<file path="src/rtl/uart_pkg.sv">
// Shared definitions for the uart_tx arbitration slice: FSM encoding, byte width
// and a constant-evaluable clog2 usable in parameter port lists.
package uart_pkg;

    localparam int BYTE_W = 8;

    typedef enum logic [1:0] {
        ARB        = 2'd0,
        ISSUE      = 2'd1,
        WAIT_START = 2'd2,
        WAIT_DONE  = 2'd3
    } tx_state_e;

    function automatic int clog2(input int n);
        int r;
        r = 0;
        for (int i = 0; i < 31; i++) begin
            if ((1 << i) < n) r = i + 1;
        end
        return r;
    endfunction

endpackage

</file>
<file path="src/rtl/uart_rr_pick.sv">
// Combinational round-robin picker: first set request at or after ptr, with
// wrap-around, or only lock_idx while lock_en is high.
module uart_rr_pick
    import uart_pkg::*;
#(
    parameter  int N     = 4,
    localparam int IDX_W = clog2(N)
) (
    input  logic [N-1:0]     req,
    input  logic [IDX_W-1:0] ptr,
    input  logic             lock_en,
    input  logic [IDX_W-1:0] lock_idx,
    output logic [N-1:0]     grant,
    output logic [IDX_W-1:0] winner
);

    // NOTE: every output of a combinational block gets a default first, so no
    // path through the block leaves a value unassigned and a latch is never inferred.
    always_comb begin
        grant  = '0;
        winner = '0;
        if (lock_en) begin
            if (req[lock_idx]) begin
                grant[lock_idx] = 1'b1;
                winner          = lock_idx;
            end
        end else begin
            // Walk the ring backwards so the requester nearest ptr writes last and wins.
            for (int k = N - 1; k >= 0; k--) begin
                if (req[(int'(ptr) + k) % N]) begin
                    grant                      = '0;
                    grant[(int'(ptr) + k) % N] = 1'b1;
                    winner                     = IDX_W'((int'(ptr) + k) % N);
                end
            end
        end
    end

endmodule

</file>
<file path="src/rtl/uart_tx_arbiter.sv">
// Shares one uart_tx between NUM_REQ byte requesters: round-robin grant, one byte
// per tx_enable/tx_busy handshake, optional packet lock and start timeout.
module uart_tx_arbiter
    import uart_pkg::*;
#(
    parameter  int NUM_REQ       = 4,
    parameter  int START_TIMEOUT = 16,
    parameter  int LOCK_IDLE_MAX = 65535,
    localparam int IDX_W         = clog2(NUM_REQ)
) (
    input  logic                      clk,
    input  logic                      reset,
    input  logic [NUM_REQ-1:0]        req_valid,
    input  logic [BYTE_W*NUM_REQ-1:0] req_data,
    input  logic [NUM_REQ-1:0]        req_last,
    output logic [NUM_REQ-1:0]        req_ready,
    output logic                      tx_enable,
    output logic [BYTE_W-1:0]         tx_data,
    input  logic                      tx_busy,
    output logic [IDX_W-1:0]          grant_id,
    output logic                      locked,
    output logic                      err_timeout
);

    localparam int ST_W = clog2(START_TIMEOUT + 1);
    localparam int LK_W = clog2(LOCK_IDLE_MAX + 1);

    tx_state_e          state, state_next;
    logic [IDX_W-1:0]   ptr;
    logic [ST_W-1:0]    start_cnt;
    logic [LK_W-1:0]    lock_cnt;
    logic [NUM_REQ-1:0] pick_grant;
    logic [IDX_W-1:0]   pick_idx;
    logic               lock_idle;
    logic               lock_expire;
    logic               start_expire;
    logic               accept;

    assign lock_idle    = locked && (state == ARB) && !req_valid[grant_id];
    // The idle cycle that reaches the limit already arbitrates unlocked.
    assign lock_expire  = lock_idle && (lock_cnt == LK_W'(LOCK_IDLE_MAX - 1));
    assign start_expire = (state == WAIT_START) && !tx_busy &&
                          (start_cnt >= ST_W'(START_TIMEOUT - 1));

    uart_rr_pick #(.N(NUM_REQ)) u_pick (
        .req      (req_valid),
        .ptr      (ptr),
        .lock_en  (locked && !lock_expire),
        .lock_idx (grant_id),
        .grant    (pick_grant),
        .winner   (pick_idx)
    );

    always_comb begin
        state_next = state;
        req_ready  = '0;
        tx_enable  = 1'b0;
        accept     = 1'b0;
        case (state)
            ARB: begin
                if (!reset && !tx_busy && (|pick_grant)) begin
                    req_ready  = pick_grant;
                    accept     = 1'b1;
                    state_next = ISSUE;
                end
            end
            ISSUE: begin
                tx_enable  = 1'b1;
                state_next = WAIT_START;
            end
            WAIT_START: begin
                if (tx_busy)           state_next = WAIT_DONE;
                else if (start_expire) state_next = ARB;
            end
            WAIT_DONE: begin
                if (!tx_busy) state_next = ARB;
            end
            default: state_next = ARB;
        endcase
    end

    // NOTE: state is updated with non-blocking assignments so every register
    // samples the values from before the edge, independent of block ordering.
    always_ff @(posedge clk) begin
        if (reset) state <= ARB;
        else       state <= state_next;
    end

    always_ff @(posedge clk) begin
        if (reset) begin
            tx_data     <= '0;
            grant_id    <= '0;
            ptr         <= '0;
            locked      <= 1'b0;
            lock_cnt    <= '0;
            start_cnt   <= '0;
            err_timeout <= 1'b0;
        end else begin
            if (accept) begin
                tx_data  <= req_data[int'(pick_idx)*BYTE_W +: BYTE_W];
                grant_id <= pick_idx;
                ptr      <= (pick_idx == IDX_W'(NUM_REQ - 1)) ? '0 : pick_idx + 1'b1;
                locked   <= ~req_last[pick_idx];
                lock_cnt <= '0;
            end else if (lock_expire) begin
                locked   <= 1'b0;
                lock_cnt <= '0;
            end else if (lock_idle && (lock_cnt != '1)) begin
                lock_cnt <= lock_cnt + 1'b1;
            end

            if (state == ARB)          start_cnt <= '0;
            else if (start_cnt != '1) start_cnt <= start_cnt + 1'b1;

            if (start_expire) begin
                err_timeout <= 1'b1;
                locked      <= 1'b0;
            end
        end
    end

endmodule

</file>
<file path="config.mk">
export PLATFORM = sky130hd
export DESIGN_NAME = uart_tx_arbiter
export DESIGN_NICKNAME = d
export VERILOG_FILES = /design/src/rtl/uart_pkg.sv /design/src/rtl/uart_rr_pick.sv /design/src/rtl/uart_tx_arbiter.sv
export SDC_FILE = /design/constraint.sdc
export NUM_CORES = 1
export LEC_CHECK = 0
export CAP_MARGIN = 0
export CELL_PAD_IN_SITES_DETAIL_PLACEMENT = 0
export CELL_PAD_IN_SITES_GLOBAL_PLACEMENT = 2
export CORE_ASPECT_RATIO = 1.1
export CORE_MARGIN = 1
export CORE_UTILIZATION = 30
export CTS_CLUSTER_DIAMETER = 80
export DETAILED_ROUTE_END_ITERATION = 10
export GPL_TIMING_DRIVEN = 1
export PLACE_DENSITY = 0.8
export SYNTH_ARGS = -nofsm -noshare
export SYNTH_HDL_FRONTEND = slang
export SYNTH_HIERARCHICAL = 1
export SYNTH_SLANG_ARGS = --single-unit
</file>
<file path="constraint.sdc">
create_clock -name clk -period 6.23 [get_ports clk]
set_input_delay 1.246 -clock clk [delete_from_list [all_inputs] [get_ports clk]]
set_output_delay 1.246 -clock clk [all_outputs]
set_load 0.01 [all_outputs]
</file>
Yosys cells after proc, flatten, opt, wreduce, memory -nomap -nowiden --
Index checks and enable logic that the tools add are counted.
Storage, ports and cells: word-level logic and storage cells 119, register bits 37
Cells by class: equal/unequal tests 10, bitwise operators 4, $lt $le $gt $ge 12, mux-type cells 50, add/subtract/negate cells 6, reduce and logical (&&, ||, !) cells 28, shift operators 1
Operator list (number):
- $mux W4 | 8
- $shiftx A32 B6 Y8 | 1
- $mux W2 | 11
- $mux W1 | 19
- $add A16 B1 Y16 const B | 1
- $eq A16 B16 Y1 const B | 1
- $ne A16 B16 Y1 const B | 1
- $logic_and A1 B1 Y1 | 14
- $bmux W1 S2 | 6
- $lt A3 B4 Y1 const B | 3
- $demux W1 S2 | 5
- $reduce_or A2 Y1 | 5
- $ge A3 B1 Y1 const B | 3
- $lt A2 B3 Y1 const B | 3
- $pmux W2 S4 | 1
- $eq A2 B2 Y1 const B | 3
- $add A5 B1 Y5 const B | 1
- $ge A5 B4 Y1 const B | 1
- $ne A5 B5 Y1 const B | 1
- $add A2 B1 Y2 const B | 2
- $add A2 B2 Y2 const B | 2
- $ge A2 B1 Y1 const B | 2
- $logic_not A1 Y1 | 4
- $reduce_or A4 Y1 | 1
- other kinds (10) | 12

Logic depth before layout (Yosys ltp) --
word-level depth 17, mapped depth 14

By module --
The synthesis kept the hierarchy.
By module, submodules not included:
- uart_tx_arbiter | area an instance 2023.2 µm², cells an instance 214, times used 1
- uart_rr_pick | area an instance 525.5 µm², cells an instance 68, times used 1

Worst setup path before layout --
OpenSTA, ideal clock, no wires.
path type input -> output, start point input port req_valid[3], end point output port req_ready[0], slack 1.015 ns, path buffers 1, cell stages on the path 11, data arrival time 3.969 ns, cell sequence mux4_2 > nor4b_4 > nand3_1 > and2_1 > clkbuf_2 > nor2b_1 > nand3b_1 > o31ai_1 > o41ai_1 > nor2_1 > and2_1
Between the ends: longest elaborated chain between the ends 12, elaborated cells between the ends (all ways) 28
Ends and longest elaborated chain:
- from (decl) | RTL line uart_tx_arbiter.sv:13 | input logic [NUM_REQ-1:0] req_valid,
- $bmux W1 S2, on equally long branches | RTL line uart_rr_pick.sv:30, uart_rr_pick.sv:23, uart_tx_arbiter.sv:39
- $mux W1, on equally long branches | RTL line uart_rr_pick.sv:30, uart_rr_pick.sv:23, uart_tx_arbiter.sv:39
- $mux W1 (implied by the code) / $logic_not A1 Y1 (equally long branches) | RTL line uart_rr_pick.sv:30, uart_tx_arbiter.sv:39
- $mux W4 / $logic_and A1 B1 Y1 (equally long branches) | RTL line uart_rr_pick.sv:30, uart_tx_arbiter.sv:39
- $mux W4 / $logic_and A1 B1 Y1 (equally long branches) | RTL line uart_rr_pick.sv:30, uart_tx_arbiter.sv:41
- $mux W4 / $logic_not A1 Y1 (equally long branches) | RTL line uart_rr_pick.sv:30, uart_tx_arbiter.sv:48
- $mux W4 / $logic_and A1 B1 Y1 (equally long branches) | RTL line uart_rr_pick.sv:30, uart_tx_arbiter.sv:48
- $mux W4 * | RTL line uart_rr_pick.sv:22 | if (lock_en) begin
- via pick_grant[0] | RTL line uart_tx_arbiter.sv:32 | logic [NUM_REQ-1:0] pick_grant;
- $reduce_or A4 Y1 | RTL line uart_tx_arbiter.sv:61 | if (!reset && !tx_busy && (|pick_grant)) begin
- $logic_and A1 B1 Y1 | RTL line uart_tx_arbiter.sv:61
- $mux W4 * | RTL line uart_tx_arbiter.sv:61
- $mux W4 * | RTL line uart_tx_arbiter.sv:59 | case (state)
- to (decl) | RTL line uart_tx_arbiter.sv:16 | output logic [NUM_REQ-1:0] req_ready,
The timed path passes the listed nets; every way through them passes the cells marked *. The select of a mux whose other input is x is not followed.

Worst setup path in the final report --
start point input port req_valid[3], end point output port req_ready[2]
Between the ends: longest elaborated chain between the ends 12, elaborated cells between the ends (all ways) 28
Ends and longest elaborated chain (RTL line):
- $bmux W1 S2, on equally long branches | uart_rr_pick.sv:30, uart_rr_pick.sv:23, uart_tx_arbiter.sv:39
- $mux W1, on equally long branches | uart_rr_pick.sv:30, uart_rr_pick.sv:23, uart_tx_arbiter.sv:39
- $mux W1 (implied by the code) / $logic_not A1 Y1 (equally long branches) | uart_rr_pick.sv:30, uart_tx_arbiter.sv:39
- $mux W4 / $logic_and A1 B1 Y1 (equally long branches) | uart_rr_pick.sv:30, uart_tx_arbiter.sv:39
- $mux W4 / $logic_and A1 B1 Y1 (equally long branches) | uart_rr_pick.sv:30, uart_tx_arbiter.sv:41
- $mux W4 / $logic_not A1 Y1 (equally long branches) | uart_rr_pick.sv:30, uart_tx_arbiter.sv:48
- $mux W4 / $logic_and A1 B1 Y1 (equally long branches) | uart_rr_pick.sv:30, uart_tx_arbiter.sv:48
- $mux W4 * | uart_rr_pick.sv:22
- via pick_grant[0] | uart_tx_arbiter.sv:32
- $reduce_or A4 Y1 * | uart_tx_arbiter.sv:61
- $logic_and A1 B1 Y1 * | uart_tx_arbiter.sv:61
- $mux W4 * | uart_tx_arbiter.sv:61
- $mux W4 * | uart_tx_arbiter.sv:59
Marked as above.

==> flow_metrics.env <==
export IMPL_drtIter0Drc=115
export IMPL_tritoncts="yes"
export IMPL_p_total_w=0.001070
export IMPL_initial_utilization_pct=31.53
export IMPL_h_tree_depth=2
export IMPL_cts_made_buffers=5
export IMPL_start_kind="input port"
export IMPL_clkTransAtPathRegs_ns=0.08
export IMPL_hold_class="register to register"
export IMPL_dieArea_um2=8868
export IMPL_ys_types=52
export IMPL_final_cell_area_um2=3351
export IMPL_synth_area_per_cell_um2=9.038
export IMPL_overflow=0
export IMPL_finClkSkew_ns=0.01113
export IMPL_grt_pass1_vias=2289
export IMPL_setup_viol=0
export IMPL_pwr_share_seq_pct=30.4
export IMPL_min_period_over_period_pct=94.54
export IMPL_io_pin_count=60
export IMPL_cp_data_arrival_time_ns=4.64
export IMPL_synth_area_um2=2549
export IMPL_status="finished clean"
export IMPL_final_antenna_net_count=0
export IMPL_switching_share_pct=39.46
export IMPL_synthArstFlopShare_pct=0
export IMPL_die_y_um=98.67
export IMPL_synthAdderAreaFrac_pct=6.873
export IMPL_power_per_cell_area_nw_per_um2=319.3
export IMPL_holdWs_ns=0.4592
export IMPL_ctsHoldBuffers=0
export IMPL_synth_nets=339
export IMPL_crit_required_ns=4.98
export IMPL_clkPwrFrac_pct=18.0
export IMPL_num_vias=2262
export IMPL_tns_ns=0
export IMPL_syn_inst=282
export IMPL_synth_top_area_cell="dfxtp_1"
export IMPL_worstMarginPinSlew_ns=0.7248
export IMPL_track_usage_pct=14.70
export IMPL_synthFlopType="dfxtp_1"
export IMPL_grt_max_degree=19
export IMPL_crit_type="input port to output port"
export IMPL_slew_headroom_pct=51.53
export IMPL_die_x_um=89.88
export IMPL_area_growth_pct=31.47
export IMPL_max_freq_ghz=0.1698
export IMPL_seq_area_um2=740.7
export IMPL_synth_compound_area_share_pct=13.89
export IMPL_synth_top_family_by_area="simple AND/OR/NAND/NOR gates"
export IMPL_multiInputGateArea_um2=1727
export IMPL_place_area_um2=3246
export IMPL_synth_xor_area_share_pct=5.155
export IMPL_nets=397
export IMPL_drcViolationCount=0
export IMPL_vias_per_cell=5.038
export IMPL_grt_pass1_wl_mm=10.69
export IMPL_grt_antenna_before_repair=0
export IMPL_cts_resized_gates=0
export IMPL_yosysSeqAreaShare_pct=29.06
export IMPL_wl_per_cell_um=13.67
export IMPL_drt_first_pass_iters=4
export IMPL_cts_buffer_depth=2
export IMPL_ys_ff_latch=37
export IMPL_slew_viol_final=0
export IMPL_post_cts_repair_setup_buffers=0
export IMPL_intPower_w=0.0006477
export IMPL_clk_latency_ns=0.29
export IMPL_rows=34
export IMPL_wirelength_mm=6.137
export IMPL_worst_ir_drop_vdd_mv=0.1356
export IMPL_port_buffers=59
export IMPL_endpoint_kind="output port"
export IMPL_fin_crit_ns=5.890
export IMPL_yosys_top_cells_area="dfxtp_1, mux4_2, ha_1"
export IMPL_hold_violations=0
export IMPL_drive_gt1_share_pct=11.14
export IMPL_n_antenna_cell=0
export IMPL_cap_violations=0
export IMPL_power_leakage_nw=1.150
export IMPL_synth_edff_count=0
export IMPL_yosys_area_share_simple_pct=27.39
export IMPL_cts_root_buf="clkbuf_8"
export IMPL_place_congestion=0.7839
export IMPL_yosysTopAreaCellShare_pct=29.06
export IMPL_ys_warn_count=6
export IMPL_synthMuxAreaShare_pct=14.14
export IMPL_n_fill_cell=839
export IMPL_post_dp_hpwl_mm=4.794
export IMPL_clock_sinks=37
export IMPL_power_switching_w=0.0004222
export IMPL_pwr_share_comb_pct=51.6
export IMPL_core_um2=8083
export IMPL_grt_setup_unrepaired="no"
export IMPL_crit_path_max_fanout=10
[worst max-delay path, stage by stage]
cell and delay (ns):
clkdlybuf4s50_1 0.53, mux4_2 0.57, nor4b_4 0.25, nand3_1 0.16, and2_1 0.29, nor2b_1 0.18, nand3b_1 0.10, o31ai_1 0.12
o41ai_2 0.41, nor2_1 0.11, and2_1 0.20, clkdlybuf4s50_1 0.48
[power groups by stage]
stage,logic [W],clock network (W),registers [W]
2_1_floorplan,0.000382,0,0.000325
3_3_place_gp,0.000557,0,0.000328
3_5_place_dp,0.000558,0,0.000330
4_1_cts,0.000559,0.000201,0.000325
5_1_grt,0.000613,0.000212,0.000333
6_report,0.000552,0.000193,0.000325
[cells in the final DEF (no fill, tap or decap), types with 2 or more instances in the layout]
cell | netlist | layout
clkbuf_8 | 0 | 7
ha_1 | 14 | 14
nor2b_1 | 4 | 4
and4_1 | 3 | 3
nand4_1 | 12 | 12
xor2_1 | 7 | 7
a2111oi_4 | 2 | 2
mux2_2 | 3 | 3
nand2_1 | 42 | 42
buf_4 | 1 | 4
dfxtp_1 | 37 | 37
inv_1 | 6 | 6
a21oi_1 | 22 | 22
mux4_2 | 12 | 12
o21ai_0 | 6 | 6
and2_1 | 6 | 6
xnor2_1 | 8 | 8
nor2_1 | 33 | 33
clkdlybuf4s50_1 | 0 | 59
nand3b_1 | 2 | 2
and3_1 | 2 | 2
a211oi_1 | 6 | 6
mux2i_1 | 3 | 3
nand3_1 | 7 | 7
nor4b_4 | 2 | 2
nor3_1 | 5 | 5
o31ai_1 | 4 | 4
[cells in the mapped netlist, types with 4 or more instances]
cell / n
dfxtp_1: 37
a21oi_1: 22
xnor2_1: 8
xor2_1: 7
a211oi_1: 6
and2_1: 6
nor3_1: 5
nor2b_1: 4
inv_1: 6
nand4_1: 12
clkbuf_1: 4
nor2_1: 33
nand2_1: 42
nand3_1: 7
mux4_2: 12
o31ai_1: 4
ha_1: 14
o21ai_0: 6
[final cells by class]
| class | count | share of cell area, % |
|---|---|---|
| multi-input cells | 227 | 51.53 |
| inverters | 6 | 0.6721 |
| clock inverters | 1 | 0.2614 |
| clock buffers | 7 | 2.875 |
| flip-flops and latches | 37 | 22.11 |
| well taps | 108 | 4.033 |
| repair buffers | 63 | 18.52 |
[through the flow]
stage	worst slack, ns	util, %	instances
CTS	0.3335	41.46	449
global route	0.1241	41.46	449
finish	0.3400	41.46	449
global placement	0.4420	40.15	441
floorplan	1.015	-	282
detailed placement	0.3356	40.15	441
[worst paths after layout]
| path | start | slack, ns | endpoint | cells after the start |
|---|---|---|---|---|
| max | req_valid[3] | 0.34 | req_ready[2] | 12 |
| min | tx_data[2] | 0.46 | tx_data[2] | 2 |
| max reg2reg | ptr[0] | 2.19 | lock_cnt[6] | 11 |
| min reg2reg | tx_data[2] | 0.46 | tx_data[2] | 2 |
[cells by family after synthesis]
family / after synthesis
compound gates: 50
mux: 19
xor+xnor: 15
buf+inv: 18
flops: 37
simple gates: 129
fa+ha+maj: 14
[registers in the layout, indices dropped and copies added, names as in the netlist]
name         cells
start_cnt        5
ptr              2
tx_data          8
state            2
grant_id         2
lock_cnt        16
locked           1
err_timeout      1
[per-layer routing]
layer  track usage (%)  wire length, um
met1             18.41             2809
met2             24.67             2837
met3             4.552              422
met4             3.722               68
met5                 0                0
(Power assumes the default switching activity.)
